`config.mk`:
```
export PLATFORM = sky130hd
export DESIGN_NAME = riscv_lsu
export DESIGN_NICKNAME = d
export VERILOG_FILES = /design/src/rtl/riscv_lsu_pkg.sv /design/src/rtl/riscv_lsu_align.sv /design/src/rtl/riscv_lsu.sv
export SDC_FILE = /design/constraint.sdc
export NUM_CORES = 1
export LEC_CHECK = 0
export CAP_MARGIN = 5
export CORE_MARGIN = 2
export CORE_UTILIZATION = 52
export CTS_BUF_LIST = sky130_fd_sc_hd__clkbuf_4 sky130_fd_sc_hd__clkbuf_8
export CTS_CLUSTER_SIZE = 40
export DETAILED_ROUTE_END_ITERATION = 10
export GPL_ROUTABILITY_DRIVEN = 0
export MAX_ROUTING_LAYER = met4
export PLACE_DENSITY = 0.95
export SYNTH_ARGS = -nofsm -noshare
export SYNTH_HDL_FRONTEND = slang
export SYNTH_HIERARCHICAL = 1
export SYNTH_SLANG_ARGS = --single-unit
```
`constraint.sdc`:
```
create_clock -name i_riscv_lsu_clk -period 18.2 [get_ports i_riscv_lsu_clk]
set_input_delay 2.73 -clock i_riscv_lsu_clk [delete_from_list [all_inputs] [get_ports i_riscv_lsu_clk]]
set_output_delay 2.73 -clock i_riscv_lsu_clk [all_outputs]
set_load 0.02 [all_outputs]
```
`src/rtl/riscv_lsu_pkg.sv`:
```
// Shared definitions for the memory-stage load/store unit: funct3 codes,
// FSM state encoding, byte-enable base masks and small alignment helpers.
package riscv_lsu_pkg;

  // funct3 width/sign codes (RV64)
  localparam logic [2:0] F3_B   = 3'b000;
  localparam logic [2:0] F3_H   = 3'b001;
  localparam logic [2:0] F3_W   = 3'b010;
  localparam logic [2:0] F3_D   = 3'b011;
  localparam logic [2:0] F3_BU  = 3'b100;
  localparam logic [2:0] F3_HU  = 3'b101;
  localparam logic [2:0] F3_WU  = 3'b110;
  localparam logic [2:0] F3_ILL = 3'b111;

  // FSM state encoding
  localparam logic [1:0] ST_IDLE = 2'd0;
  localparam logic [1:0] ST_REQ  = 2'd1;
  localparam logic [1:0] ST_RESP = 2'd2;
  localparam logic [1:0] ST_ERR  = 2'd3;

  // Byte-enable masks before lane shifting
  localparam logic [7:0] BE_B = 8'h01;
  localparam logic [7:0] BE_H = 8'h03;
  localparam logic [7:0] BE_W = 8'h0F;
  localparam logic [7:0] BE_D = 8'hFF;

  // Base byte-enable mask for an access size code (funct3[1:0])
  function automatic logic [7:0] be_base(input logic [1:0] sz);
    case (sz)
      2'd0:    be_base = BE_B;
      2'd1:    be_base = BE_H;
      2'd2:    be_base = BE_W;
      default: be_base = BE_D;
    endcase
  endfunction

  // Clear the low address bits that fall inside the access width
  function automatic logic [2:0] align_lo(input logic [1:0] sz, input logic [2:0] a);
    case (sz)
      2'd0:    align_lo = a;
      2'd1:    align_lo = {a[2:1], 1'b0};
      2'd2:    align_lo = {a[2], 2'b00};
      default: align_lo = 3'b000;
    endcase
  endfunction

  // Address not naturally aligned for the access width
  function automatic logic misaligned(input logic [1:0] sz, input logic [2:0] a);
    misaligned = (align_lo(sz, a) != a);
  endfunction

  // Encodings that have no legal memory operation
  function automatic logic illegal_op(input logic [2:0] f3, input logic is_store);
    illegal_op = (f3 == F3_ILL) || (is_store && f3[2]);
  endfunction

endpackage

```
`src/rtl/riscv_lsu_align.sv`:
```
// Combinational lane logic: byte enables, store-data lane shift and
// load-data extraction with sign/zero extension. The low address bits are
// aligned down to the access width before use.
module riscv_lsu_align
  import riscv_lsu_pkg::*;
(
  input  logic [2:0]  i_funct3,
  input  logic [2:0]  i_addr_lo,
  input  logic [63:0] i_wdata,
  input  logic [63:0] i_rdata,
  output logic [7:0]  o_be,
  output logic [63:0] o_wdata,
  output logic [63:0] o_rdata
);

  logic [2:0]  w_lo;
  logic [5:0]  w_shamt;
  logic [63:0] w_wmask;
  logic [63:0] w_rshift;

  assign w_lo     = align_lo(i_funct3[1:0], i_addr_lo);
  assign w_shamt  = {w_lo, 3'b000};
  assign o_be     = be_base(i_funct3[1:0]) << w_lo;
  assign w_rshift = i_rdata >> w_shamt;

  // Keep only the bytes that are actually stored so disabled lanes stay zero
  always_comb begin
    case (i_funct3[1:0])
      2'd0:    w_wmask = 64'h0000_0000_0000_00FF;
      2'd1:    w_wmask = 64'h0000_0000_0000_FFFF;
      2'd2:    w_wmask = 64'h0000_0000_FFFF_FFFF;
      default: w_wmask = 64'hFFFF_FFFF_FFFF_FFFF;
    endcase
  end

  assign o_wdata = (i_wdata & w_wmask) << w_shamt;

  // Sign- or zero-extend the right-justified load value
  always_comb begin
    case (i_funct3)
      F3_B:    o_rdata = {{56{w_rshift[7]}},  w_rshift[7:0]};
      F3_H:    o_rdata = {{48{w_rshift[15]}}, w_rshift[15:0]};
      F3_W:    o_rdata = {{32{w_rshift[31]}}, w_rshift[31:0]};
      F3_BU:   o_rdata = {56'd0, w_rshift[7:0]};
      F3_HU:   o_rdata = {48'd0, w_rshift[15:0]};
      F3_WU:   o_rdata = {32'd0, w_rshift[31:0]};
      default: o_rdata = w_rshift;
    endcase
  end

endmodule

```
`src/rtl/riscv_lsu.sv`:
```
// Memory-stage load/store unit. Captures one load/store from the EX/MEM
// register, issues a single doubleword-aligned data-memory request and
// stalls the pipeline until the memory acks or the wait times out.
// Optional feature macro: RISCV_LSU_MISALIGN_TRAP_EN (misaligned accesses
// take the error path instead of being silently aligned down).
//
// Memory handshake: o_riscv_lsu_dmem_req stays high with addr/be/we/wdata
// stable from the cycle after the request until the cycle i_riscv_lsu_dmem_ack
// is sampled high; rdata is taken in that same ack cycle. An ack while no
// request is outstanding is ignored.
module riscv_lsu
  import riscv_lsu_pkg::*;
#(
  parameter int TIMEOUT_CYCLES = 255
) (
  input  logic        i_riscv_lsu_clk,
  input  logic        i_riscv_lsu_rst,
  input  logic        i_riscv_lsu_load,
  input  logic        i_riscv_lsu_store,
  input  logic [2:0]  i_riscv_lsu_funct3,
  input  logic [63:0] i_riscv_lsu_addr,
  input  logic [63:0] i_riscv_lsu_wdata,
  output logic        o_riscv_lsu_dmem_req,
  output logic        o_riscv_lsu_dmem_we,
  output logic [63:0] o_riscv_lsu_dmem_addr,
  output logic [7:0]  o_riscv_lsu_dmem_be,
  output logic [63:0] o_riscv_lsu_dmem_wdata,
  input  logic        i_riscv_lsu_dmem_ack,
  input  logic [63:0] i_riscv_lsu_dmem_rdata,
  output logic        o_riscv_lsu_stall,
  output logic        o_riscv_lsu_done,
  output logic [63:0] o_riscv_lsu_rdata,
  output logic        o_riscv_lsu_err
);

  localparam int              CNT_W      = (TIMEOUT_CYCLES > 2) ? $clog2(TIMEOUT_CYCLES) : 1;
  localparam logic [CNT_W-1:0] CNT_LAST  = CNT_W'(TIMEOUT_CYCLES - 1);
  localparam bit              TIMEOUT_EN = (TIMEOUT_CYCLES != 0);

  logic [1:0]       r_state;
  logic [2:0]       r_funct3;
  logic [63:0]      r_addr;
  logic [63:0]      r_wdata;
  logic             r_we;
  logic [CNT_W-1:0] r_cnt;
  logic [63:0]      r_rdata;

  logic        w_req_any;
  logic        w_is_store;
  logic        w_misalign;
  logic        w_bad;
  logic        w_in_req;
  logic [7:0]  w_be;
  logic [63:0] w_wdata_sh;
  logic [63:0] w_load_data;

  assign w_req_any  = i_riscv_lsu_load | i_riscv_lsu_store;
  // Load wins if both are (illegally) asserted
  assign w_is_store = i_riscv_lsu_store & ~i_riscv_lsu_load;

`ifdef RISCV_LSU_MISALIGN_TRAP_EN
  assign w_misalign = misaligned(i_riscv_lsu_funct3[1:0], i_riscv_lsu_addr[2:0]);
`else
  assign w_misalign = 1'b0;
`endif

  assign w_bad    = illegal_op(i_riscv_lsu_funct3, w_is_store) | w_misalign;
  assign w_in_req = (r_state == ST_REQ);

  riscv_lsu_align u_align (
    .i_funct3  (r_funct3),
    .i_addr_lo (r_addr[2:0]),
    .i_wdata   (r_wdata),
    .i_rdata   (i_riscv_lsu_dmem_rdata),
    .o_be      (w_be),
    .o_wdata   (w_wdata_sh),
    .o_rdata   (w_load_data)
  );

  // Request FSM, captured request, timeout counter and registered load data
  always_ff @(posedge i_riscv_lsu_clk or posedge i_riscv_lsu_rst) begin
    if (i_riscv_lsu_rst) begin
      r_state  <= ST_IDLE;
      r_funct3 <= 3'd0;
      r_addr   <= 64'd0;
      r_wdata  <= 64'd0;
      r_we     <= 1'b0;
      r_cnt    <= '0;
      r_rdata  <= 64'd0;
    end else begin
      case (r_state)
        ST_IDLE: begin
          if (w_req_any) begin
            r_funct3 <= i_riscv_lsu_funct3;
            r_addr   <= i_riscv_lsu_addr;
            r_wdata  <= i_riscv_lsu_wdata;
            r_we     <= w_is_store;
            r_cnt    <= '0;
            r_state  <= w_bad ? ST_ERR : ST_REQ;
          end
        end
        ST_REQ: begin
          if (i_riscv_lsu_dmem_ack) begin
            r_rdata <= r_we ? 64'd0 : w_load_data;
            r_state <= ST_RESP;
          end else begin
            r_cnt <= r_cnt + CNT_W'(1);
            if (TIMEOUT_EN && (r_cnt == CNT_LAST)) r_state <= ST_ERR;
          end
        end
        ST_RESP: r_state <= ST_IDLE;
        default: r_state <= ST_IDLE;
      endcase
    end
  end

  // Memory-side outputs are only driven while a request is outstanding
  assign o_riscv_lsu_dmem_req   = w_in_req;
  assign o_riscv_lsu_dmem_we    = w_in_req & r_we;
  assign o_riscv_lsu_dmem_addr  = w_in_req ? {r_addr[63:3], 3'b000} : 64'd0;
  assign o_riscv_lsu_dmem_be    = w_in_req ? w_be : 8'd0;
  assign o_riscv_lsu_dmem_wdata = (w_in_req & r_we) ? w_wdata_sh : 64'd0;

  // Pipeline-side outputs
  assign o_riscv_lsu_stall = ((r_state == ST_IDLE) & w_req_any) | w_in_req;
  assign o_riscv_lsu_done  = (r_state == ST_RESP) | (r_state == ST_ERR);
  assign o_riscv_lsu_err   = (r_state == ST_ERR);
  assign o_riscv_lsu_rdata = (r_state == ST_RESP) ? r_rdata : 64'd0;

endmodule

```
Yosys cells after proc, flatten, opt, wreduce, memory -nomap -nowiden
Cells that the tools add are included.
{"block": "classes", "n_mux": 17, "shift": 3, "n_eq_ne": 15, "bitwise": 8, "reduce_logical": 10, "n_addsub": 1}
{"op": "64-bit one-hot mux with 6 select lines", "n": 1}
{"op": "64-bit two-way mux", "n": 4}
{"op": "64-bit one-hot mux with 3 select lines", "n": 1}
{"op": "64-bit AND", "n": 1}
{"op": "64-bit by 6-bit << shifter with 64-bit output", "n": 1}
{"op": "64-bit by 6-bit right shift with 64-bit output", "n": 1}
{"op": "8-bit two-way mux", "n": 3}
{"op": "8-bit one-hot mux with 3 select lines", "n": 1}
{"op": "8-bit one-hot mux with 2 select lines", "n": 1}
{"op": "3-bit == test (second input constant)", "n": 4}
{"op": "3-bit one-hot mux with 3 select lines", "n": 1}
{"op": "8-bit by 1-bit adder with 8-bit output (second input constant)", "n": 1}
{"op": "8-bit == test (second input constant)", "n": 1}
{"op": "2-bit two-way mux", "n": 4}
{"op": "8-bit by 3-bit << shifter with 8-bit output", "n": 1}
{"op": "2-bit == test (second input constant)", "n": 3}
{"op": "2-bit AND reduction", "n": 3}
{"op": "2-bit by 1-bit == test with 1-bit output (second input constant)", "n": 2}
{"op": "2-bit zero test", "n": 2}
{"op": "2-bit != test (second input constant)", "n": 2}
{"op": "2-bit one-hot mux with 2 select lines", "n": 1}
{"op": "1-bit AND", "n": 3}
{"op": "3-bit by 1-bit == test with 1-bit output (second input constant)", "n": 1}
{"op": "3-bit by 2-bit == test with 1-bit output (second input constant)", "n": 1}
{"op": "other kinds (8)", "n": 10}
{"block": "totals", "ff_bits": 206, "word_cells": 61}

Depth between registers and ports, before layout
Gate-level depths: netlist of the first run.
{"block": "logic_depth", "ltp_word": 7, "depth_mapped": 11, "depth_no_buf": 7}

Cells and area by module
Netlist of the first run, hierarchy kept.
{"mod": "riscv_lsu", "n_inst": 1, "cells_each": 854, "area_per_inst_um2": 9589.2}
{"mod": "riscv_lsu_align", "n_inst": 1, "cells_each": 463, "area_per_inst_um2": 3170.5}

Least setup slack after synthesis of the first run
No wires, ideal clock.
{"block": "synth_path", "path_kind": "input -> output", "from": "input port i_riscv_lsu_load", "to": "output port o_riscv_lsu_stall", "arrival_time_ps": 3375, "setup_slack_ps": 12095, "path_stages": 2, "required_ps": 15470, "cell_sequence": "nor2_2 -> o21ai_0"}
{"block": "synth_via", "elab_chain_len": 3}
{"element": "start: declaration", "line_no": "riscv_lsu.sv:18", "rtl": "input logic i_riscv_lsu_load,"}
{"element": "1-bit bitwise OR", "line_no": "riscv_lsu.sv:57", "rtl": "assign w_req_any = i_riscv_lsu_load | i_riscv_lsu_store;"}
{"element": "1-bit AND", "line_no": "riscv_lsu.sv:125", "rtl": "assign o_riscv_lsu_stall = ((r_state == ST_IDLE) & w_req_any) | w_in_req;"}
{"element": "1-bit bitwise OR", "line_no": "riscv_lsu.sv:125"}
{"element": "end: declaration", "line_no": "riscv_lsu.sv:30", "rtl": "output logic o_riscv_lsu_stall,"}
No other way between the ends.

Worst setup path after layout of the first run
{"block": "layout_path", "from": "register r_funct3[1]", "to": "output port o_riscv_lsu_dmem_wdata[50]"}
{"block": "layout_via", "elab_chain_len": 5, "elab_cells_between_ends": 8}
{"element": "start: declaration", "line_no": "riscv_lsu.sv:41", "rtl": "logic [2:0] r_funct3;"}
{"element": "start signal: assignment", "line_no": "riscv_lsu.sv:94", "rtl": "r_funct3 <= i_riscv_lsu_funct3;"}
{"element": "2-bit == test (tied with other cells)", "line_no": "riscv_lsu_pkg.sv:39, riscv_lsu_align.sv:28"}
{"element": "64-bit one-hot mux with 3 select lines", "line_no": "riscv_lsu_align.sv:28", "rtl": "case (i_funct3[1:0])"}
{"element": "64-bit AND", "line_no": "riscv_lsu_align.sv:36", "rtl": "assign o_wdata = (i_wdata & w_wmask) << w_shamt;"}
{"element": "64-bit by 6-bit << shifter with 64-bit output *", "line_no": "riscv_lsu_align.sv:36"}
{"element": "net w_wdata_sh[50]", "line_no": "riscv_lsu.sv:54", "rtl": "logic [63:0] w_wdata_sh;"}
{"element": "64-bit two-way mux *", "line_no": "riscv_lsu.sv:122", "rtl": "assign o_riscv_lsu_dmem_wdata = (w_in_req & r_we) ? w_wdata_sh : 64'd0;"}
{"element": "end: declaration", "line_no": "riscv_lsu.sv:27", "rtl": "output logic [63:0] o_riscv_lsu_dmem_wdata,"}
The timed path passes the listed nets; every way through them passes the cells marked *.

==> run summary, run 1 <==
Cells after Synth: 1,317
Die Height: 161 um
Worst R2R Setup Slack: 14.40 ns
Pre-CTS WS: 11.08 ns
Post-Syn Area: 12,800 um^2
Clk Tree Root Cell: clkbuf_8
Nets: 1,842
Post-placement cell area: 16,600 um^2
Reg-to-Reg Start: r_funct3[1]$_DFFE_PP0P_
Final setup TNS: 0 ns
First-pass GRT wire length: 70.9 mm
Max VDD drop: 0.122 mV
FF+latch count, synth: 206
Fill cells: 1,603
Final antenna-violating net count: 0
Reg-to-Reg End: r_rdata[17]$_DFFE_PP0P_
Seq/Total Area, Yosys: 40.4%
Antenna violations before repair: 4
Distinct cells, synth: 64
Layout area overhead: 36.9%
Clock-pin slew on the worst setup and hold paths: 0.06 ns
Commonest cells in the netlist: dfrtp_1, nand2_1, and2_1
DIE AREA: 25,800 um^2
Crit start category: flip-flop
Post-layout util: 72.3%
CTS Sinks: 206
Die width: 161 um
Achievable frequency: 137 MHz
Worst-Skew Late Latency: 0.55 ns
Final design area excluding fillers: 17,500 um^2
Fin Hold WS: 0.469 ns
WHS Endpoint: r_rdata[20]$_DFFE_PP0P_
Clock tree buffer depth: 3
Placeable Area: 24,200 um^2
Total track usage: 36.6%
Crit path max fanout: 49
Count of warnings emitted by yosys: 6
Number of flops mapped to enable cells by yosys: 0
Origin of the worst min-delay path: r_rdata[20]$_DFFE_PP0P_
H-tree depth: 2
Asr flop ratio synth: 100%
Final hold violation count: 0
RSZ-0062 raised after global routing: false
CTS tree: built
# IOs: 405
Mean Syn Cell Area: 9.69 um^2
Static Leak: 7.24 nW
Quantity of I/O buffers inserted on ports: 401
Worst Hold Depth: 2
Most frequent cell after synthesis: dfrtp_1
Status: finished clean
Least-Margin Pin Slew: 1.31 ns
Post-CTS Setup Bufs: 0
Global route total overflow: 0
Drt drc: 0
Synth top area share: 40.4%
Wire per inst: 23.8 um
Synth top area cells: dfrtp_1, and2_1, mux2_1
Post-Route WL: 47.4 mm
Most area-hungry cell type in the Yosys netlist: dfrtp_1
Critical Path AT: 4.58 ns
Pwr/cell area: 182 nW/um^2
Slew Viols, Final: 0
Largest net degree at the start of global routing: 139
Cell Rows: 57
Top_reg_cell synth: dfrtp_1
Num CTS Buffers: 37
Critical Path Sink Type: output port
Final worst slack: 10.89 ns
Total of max-cap violations: 0
# resized after CTS: 0
Clk_skew: 0.0262 ns
Minimum clock period: 7.31 ns
Cells on worst reg2reg path: 9
Tcrit/Tclk final: 40.1%
Share of cells above drive strength 1: 12.5%
Final HPWL DP: 32.3 mm
Initial Util: 52.8%
DRT Pass-1 Iters: 9
Post-CTS Hold Buffers: 0
Vias in the first global route: 12,400
Crit Path Class: reg2out
Hold Path Class: reg2reg
DRT iter0 DRCs: 1,519
Slew margin rel.: 12.5%
Final setup fails: 0
WP data required: 15.47 ns
Vias per Instance: 6.21
Via Count: 12,400
==> how the worst max path moves through the flow <==
stage                                  startpoint                         end  slack [ns]
after floorplan                   i_riscv_lsu_rst       r_addr[0]$_DFFE_PP0P_        9.85
after global placement           i_riscv_lsu_load           o_riscv_lsu_stall       11.16
after detailed placement         i_riscv_lsu_load           o_riscv_lsu_stall       11.08
after global routing      r_funct3[1]$_DFFE_PP0P_  o_riscv_lsu_dmem_wdata[50]       10.73
after CTS                 r_funct3[1]$_DFFE_PP0P_  o_riscv_lsu_dmem_wdata[50]       11.06
final                     r_funct3[1]$_DFFE_PP0P_  o_riscv_lsu_dmem_wdata[50]       10.89
==> cells in the final DEF, fill, tap and decap left out, types with 49 or more instances in the layout <==
| cell type | instances |
|---|---|
| and2_1 | 137 |
| and3_1 | 72 |
| o21ai_0 | 108 |
| nand2_1 | 138 |
| mux2_1 | 68 |
| a22oi_1 | 49 |
| mux2_2 | 63 |
| nand2b_1 | 69 |
| dfrtp_1 | 204 |
| clkdlybuf4s50_1 | 401 |
==> cell families (layout without fill, tap and decap cells) <==
| group | Yosys count | count (layout) | share of synthesized area [%] |
|---|---|---|---|
| AO/OA/AOI/OAI | 298 | 298 | 17.5 |
| AND/OR/NAND/NOR | 499 | 499 | 21.1 |
| buffers and inverters | 144 | 492 | 6.05 |
| other | 1 | 7 | 0.0294 |
| adder cells (fa/ha/maj) | 2 | 2 | 0.196 |
| multiplexers | 166 | 166 | 14.7 |
| XOR/XNOR | 1 | 1 | 0.0687 |
| flip-flops | 206 | 206 | 40.4 |
==> flip-flops by register name, indices dropped and copies added (netlist names) <==
signal and cells:
r_addr 64, r_cnt 8, r_funct3 3, r_rdata 64, r_state 2, r_wdata 64
r_we 1
==> critical path: stages (launching register included) <==
cell             delay (ns)
dfrtp_2                0.74
nand2b_1               0.66
a21oi_1                1.18
a22oi_1                0.33
o21ai_0                0.28
and3_1                 0.21
clkdlybuf4s50_1        0.62
==> final cells by class <==
cell class                 instances  area [um^2]  area share (%)
sequential                       206         5160            29.5
multi-input combinational        969         6890            39.4
timing repair buffer             418         4140            23.7
inverter                           8         38.8           0.222
clock inverter                     9          105           0.602
tap                              324          405            2.32
clock buffer                      57          722            4.13
antenna                            4         10.0          0.0573
==> power breakdown <==
part | leakage [nW] | switching (mW) | internal, mW
Clock | 0.437 | 0.206 | 0.283
Combinational | 4.28 | 1.07 | 0.778
Sequential | 2.52 | 0.186 | 0.662
==> through the flow <==
stage	total power [mW]	instances
finish	3.19	1995
global route	3.33	1995
CTS	3.15	1991
detailed placement	2.62	1925
global placement	2.56	1925
floorplan	2.04	1319
==> layer usage <==
| metal | wire length [um] | GRT usage, % | up-vias |
|---|---|---|---|
| met5 | 0 | - | - |
| met4 | 4260 | 26.6 | 0 |
| met3 | 4830 | 8.06 | 279 |
| met2 | 22200 | 58.5 | 954 |
| li1 | - | - | 5299 |
| met1 | 16100 | 40.6 | 5852 |
No activity file was read; power rests on OpenSTA's default activity.
==> inputs of run 2 (changes only) <==
- CORE_UTILIZATION: 52 -> 49
- PLACE_DENSITY: 0.95 -> 0.94
- clock period: 18.2 -> 6.8 ns (I/O delays scaled with it)
==> run 2 against run 1 <==
  * Critical endpoint is now o_riscv_lsu_dmem_wdata[53]
  * First-iteration DRC count shrank 16%
  * Routed wire length shrank 3.2%
  * Critical path depth is the same
  * Die area grew 6.0%
  * Sequential power grew to 2.6 times the previous value
  * Clock power grew to 2.7 times the previous value
  * Register-to-register slack lost 12 ns
  * Hold slack gained 0.0036 ns
  * Sequential share of layout area is essentially flat
==> run summary, run 2 (same netlist as run 1, synthesis figures left out) <==
Slew Viols, Final: 0 (unchanged)
Final antenna-violating net count: 0 (unchanged)
Clk_skew: 0.0198 ns (was 0.0262 ns)
Least-Margin Pin Slew: 1.26 ns (was 1.31 ns)
Worst-Skew Late Latency: 0.54 ns (was 0.55 ns)
Crit path max fanout: 49 (unchanged)
Drt drc: 0 (unchanged)
DIE AREA: 27,300 um^2 (was 25,800 um^2)
Share of cells above drive strength 1: 12.5% (about the same)
Hold Path Class: reg2reg (unchanged)
Die width: 165 um (was 161 um)
CTS Sinks: 206 (unchanged)
Minimum clock period: 5.55 ns
Clock-pin slew on the worst setup and hold paths: 0.07 ns (was 0.06 ns)
Largest registers: r_addr (64), r_rdata (64), r_wdata (64) (unchanged)
Critical Path Sink Type: output port (unchanged)
Vias in the first global route: 11,900 (was 12,400)
# resized after CTS: 0 (unchanged)
Total of max-cap violations: 0 (unchanged)
RSZ-0062 raised after global routing: false (unchanged)
Post-Route WL: 45.9 mm (was 47.4 mm)
Placeable Area: 25,800 um^2 (was 24,200 um^2)
# IOs: 405 (unchanged)
Global route total overflow: 0 (unchanged)
Cell Rows: 59 (was 57)
Post-CTS Hold Buffers: 0 (unchanged)
Total track usage: 33.3% (was 36.6%)
Status: finished clean (unchanged)
CTS tree: built (unchanged)
Final setup fails: 0 (unchanged)
Tcrit/Tclk final: 81.6%
Crit start category: flip-flop (unchanged)
Post-layout util: 67.7% (was 72.3%)
Via Count: 12,100 (was 12,400)
First-pass GRT wire length: 67.8 mm (was 70.9 mm)
Post-CTS Setup Bufs: 0 (unchanged)
Largest net degree at the start of global routing: 129 (was 139)
Clk Tree Root Cell: clkbuf_8 (unchanged)
Max VDD drop: 0.323 mV (was 0.122 mV)
WP data required: 5.78 ns (was 15.47 ns)
Sequential power share: 26.2% (was 26.6%)
Vias per Instance: 6.06 (was 6.21)
Clock tree buffer depth: 3 (unchanged)
Sw Pwr: 3.88 mW (was 1.46 mW)
Fin Hold WS: 0.473 ns (was 0.469 ns)
Quantity of I/O buffers inserted on ports: 401 (unchanged)
Final hold violation count: 0 (unchanged)
Final design area excluding fillers: 17,500 um^2 (about the same)
Final setup TNS: 0 ns (unchanged)
Num CTS Buffers: 36 (was 37)
Antenna violations before repair: 1 (was 4)
Achievable frequency: 180 MHz
H-tree depth: 2 (unchanged)
Commonest cells after routing, fill and taps aside: clkdlybuf4s50_1, dfrtp_1, nand2_1 (unchanged)
Combinational share of power: 58.2% (was 58.0%)
Switch share: 45.5% (was 45.9%)
Internal power: 4.64 mW (was 1.72 mW)
Most common cell after layout, fill and taps aside: clkdlybuf4s50_1 (unchanged)
DRT iter0 DRCs: 1,276 (was 1,519)
Static Leak: 7.25 nW (was 7.24 nW)
Pre-CTS WS: 2.18 ns (was 11.08 ns)
Pwr/cell area: 487 nW/um^2 (was 182 nW/um^2)
Nets: 1,842 (unchanged)
Clk pwr share: 15.6% (was 15.4%)
Layout area overhead: 37.1% (was 36.9%)
Post-placement cell area: 16,700 um^2 (was 16,600 um^2)
Final HPWL DP: 32.1 mm (was 32.3 mm)
Wire per inst: 22.9 um (was 23.8 um)
Critical Path AT: 4.53 ns (was 4.58 ns)
DRT Pass-1 Iters: 9 (unchanged)
Initial Util: 49.4% (was 52.8%)
Slew margin rel.: 16.3% (was 12.5%)
Fill cells: 1,847 (was 1,603)
Final worst slack: 1.25 ns (was 10.89 ns)
Die Height: 165 um (was 161 um)
Crit Path Class: reg2out (unchanged)
-- run 2: cell types whose count changed in the layout (fill, tap and decap cells not counted) --
cell,delta
buf_4,+1
bufinv_16,+2
clkbuf_4,-2
clkbuf_8,-3
clkinv_2,+2
diode_2,-3
inv_6,-1
-- run 2: worst max-delay path, cell delays in order, from the launching register on --
cell and delay (ns):
dfrtp_2 0.75, nand2b_1 0.68, a21oi_1 1.10, a22oi_1 0.24
o21ai_0 0.36, and3_1 0.23, clkdlybuf4s50_1 0.61
-- run 2: per-stage QoR --
| stage | std cells | total power, mW |
|---|---|---|
| 4_1_cts | 2001 | 8.43 |
| 5_1_grt | 2002 | 8.95 |
| 3_5_place_dp | 1937 | 7.03 |
| 2_1_floorplan | 1319 | 5.46 |
| 6_report | 2002 | 8.52 |
| 3_3_place_gp | 1937 | 6.87 |
-- run 2: worst paths after layout --
check,startpoint,endpoint,slack [ns],cells after the start
min in group asynchronous,i_riscv_lsu_rst,r_addr[27]$_DFFE_PP0P_,0.98,2
hold reg to reg,r_rdata[17]$_DFFE_PP0P_,r_rdata[17]$_DFFE_PP0P_,0.47,2
setup / recovery,r_funct3[1]$_DFFE_PP0P_,o_riscv_lsu_dmem_wdata[53],1.25,6
setup reg to reg,r_funct3[1]$_DFFE_PP0P_,r_rdata[50]$_DFFE_PP0P_,2.88,9
hold / removal,r_rdata[17]$_DFFE_PP0P_,r_rdata[17]$_DFFE_PP0P_,0.47,2
max in group asynchronous,i_riscv_lsu_rst,r_funct3[1]$_DFFE_PP0P_,4.46,3
-- run 2: area by class of cell --
cell class	instances	area (um^2)	share of cell area (%)
Clock buffer	52	666	3.81
Clock inverter	12	166	0.951
Inverter	8	38.8	0.222
Multi-Input combinational cell	969	6890	39.4
Tap cell	335	419	2.40
Timing Repair Buffer	419	4150	23.7
Sequential cell	206	5160	29.5
Antenna cell	1	2.50	0.0143
-- run 2: power groups by stage --
stage,Combinational (mW),Sequential [mW],Clock (mW)
6_report,4.95,2.23,1.33
5_1_grt,5.26,2.29,1.40
4_1_cts,4.87,2.22,1.34
3_5_place_dp,4.81,2.23,0
3_3_place_gp,4.69,2.18,0
2_1_floorplan,3.48,1.98,0
-- run 2: metal layers --
layer	track usage (%)	up-vias	routed length (um)
li1	-	5303	-
met1	38.1	5811	16300
met2	54.9	832	22400
met3	7.27	193	4240
met4	18.2	0	2880
met5	-	-	0
==> RTL change (settings of run 2) <==
Add a define of `RISCV_LSU_MISALIGN_TRAP_EN`.
--- a/src/rtl/riscv_lsu.sv
+++ b/src/rtl/riscv_lsu.sv
@@ -10,2 +10,4 @@
 // request is outstanding is ignored.
+`define RISCV_LSU_MISALIGN_TRAP_EN
+
 module riscv_lsu
Check against the original RTL: not equivalent (Yosys sat finds a counterexample within 4 cycles, from zero or initial values and one cycle with i_riscv_lsu_rst high).
==> RTL change against run 2 <==
Setup slack improved by 0.37 ns. Sequential power increased by 4%. Highest routed layer unchanged. Routed wire length increased by 2.4%. Area after synthesis about the same. Sequential cell count unchanged. Design area about the same. Non-clock buffer count increased by 2. Largest power group unchanged. Power decreased by 2.5%.
==> RTL change: results (changes against run 2) <==
{
  "status": {"value": "finished, final reports clean"},
  "seq_area_frac_synth": {"value": 40.4, "unit": "%", "change": "about the same"},
  "met2RoutedLength": {"value": 22500, "unit": "um", "change": "+0.50%"},
  "antenna_cells_inserted": {"value": 5, "change": "+4"},
  "fraction_of_area_in_registers": {"value": 29.5, "unit": "%", "change": "about the same"},
  "setup.reg_to_reg.worst_slack": {"value": 3.01, "unit": "ns", "change": "+0.13 ns"},
  "synth_compound_area_share": {"value": 17.8, "unit": "%", "change": "+0.37 points"},
  "dr_wl_met3": {"value": 4700, "unit": "um", "change": "+11%"},
  "critPathLaunch": {"value": "r_funct3[0]$_DFFE_PP0P_"},
  "seq_power": {"value": 0.00233, "unit": "W", "change": "+4%"},
  "fill_cells": {"value": 1852, "change": "+0.27%"},
  "routedWlPerCell": {"value": 23.4, "unit": "um", "change": "+2.0%"},
  "dp.final_hpwl": {"value": 32600, "unit": "um", "change": "+1.6%"},
  "timing.hold.worst.start": {"value": "r_rdata[56]$_DFFE_PP0P_"},
  "synth_fa_ha_area_share": {"value": 0.196, "unit": "%", "change": "about the same"},
  "power_leakage": {"value": 7.24, "unit": "nW", "change": "-0.12%"},
  "post_route_cells_drive_above_1_share": {"value": 12.6, "unit": "%", "change": "+0.14 points"},
  "worstRegToRegCells": {"value": 8, "change": "-1"},
  "buffers": {"value": 421, "change": "+0.48%"},
  "nMultiInputCombCells": {"value": 975, "change": "+0.62%"},
  "clockNetworkAreaShare": {"value": 4.44, "unit": "%", "change": "-0.32 points"},
  "clockBufferCount": {"value": 51, "change": "-1.9%"},
  "comb_power_share": {"value": 56.9, "unit": "%", "change": "-1.3 points"},
  "grt_pass1_vias": {"value": 12000, "change": "+0.79%"},
  "synth_top_cells_by_area": {"value": "sky130_fd_sc_hd__dfrtp_1, sky130_fd_sc_hd__and2_1, sky130_fd_sc_hd__mux2_1"},
  "fin_worst_skew": {"value": 0.0358, "unit": "ns", "change": "+0.0160 ns"},
  "measured_slew_at_the_worst_slew_check_pin": {"value": 1.36, "unit": "ns", "change": "+0.102 ns"},
  "holdPathEnd": {"value": "r_rdata[56]$_DFFE_PP0P_"},
  "grtUsageMet3": {"value": 8.12, "unit": "%", "change": "+0.85 points"},
  "crit_path_max_incr_delay": {"value": 1.05, "unit": "ns", "change": "-0.05 ns"},
  "route.layer.met1.wl": {"value": 16400, "unit": "um", "change": "+0.29%"},
  "share_of_the_final_layout_cell_area_in_multi_input_gates": {"value": 39.6, "unit": "%", "change": "+0.21 points"}
}
==> RTL change: through the flow <==
stage	total power [W]	instance area [um^2]	std cells	utilization [%]
after floorplan	0.00537	12800	1326	-
after global routing	0.00872	17500	2011	67.7
final	0.00830	17500	2011	67.7
after CTS	0.00820	17500	2006	67.7
after detailed placement	0.00689	16700	1945	64.7
after global placement	0.00672	16700	1945	64.7
==> RTL change: how the worst max path moves through the flow <==
stage                     slack, ns                          to
after floorplan                0.16       r_addr[0]$_DFFE_PP0P_
after global placement         2.58  o_riscv_lsu_dmem_wdata[53]
after detailed placement       2.45  o_riscv_lsu_dmem_wdata[53]
after CTS                      1.84  o_riscv_lsu_dmem_wdata[54]
after global routing           1.50  o_riscv_lsu_dmem_wdata[54]
final                          1.62  o_riscv_lsu_dmem_wdata[51]
==> RTL change: critical path: cells and delay by family, from the launching register on <==
kind                   cells  cell delay (ns)
DFF                        1             0.57
and+or+nand+nor            1             0.20
buffers and inverters      3             1.19
AOI/OAI and AO/OA          3             1.65
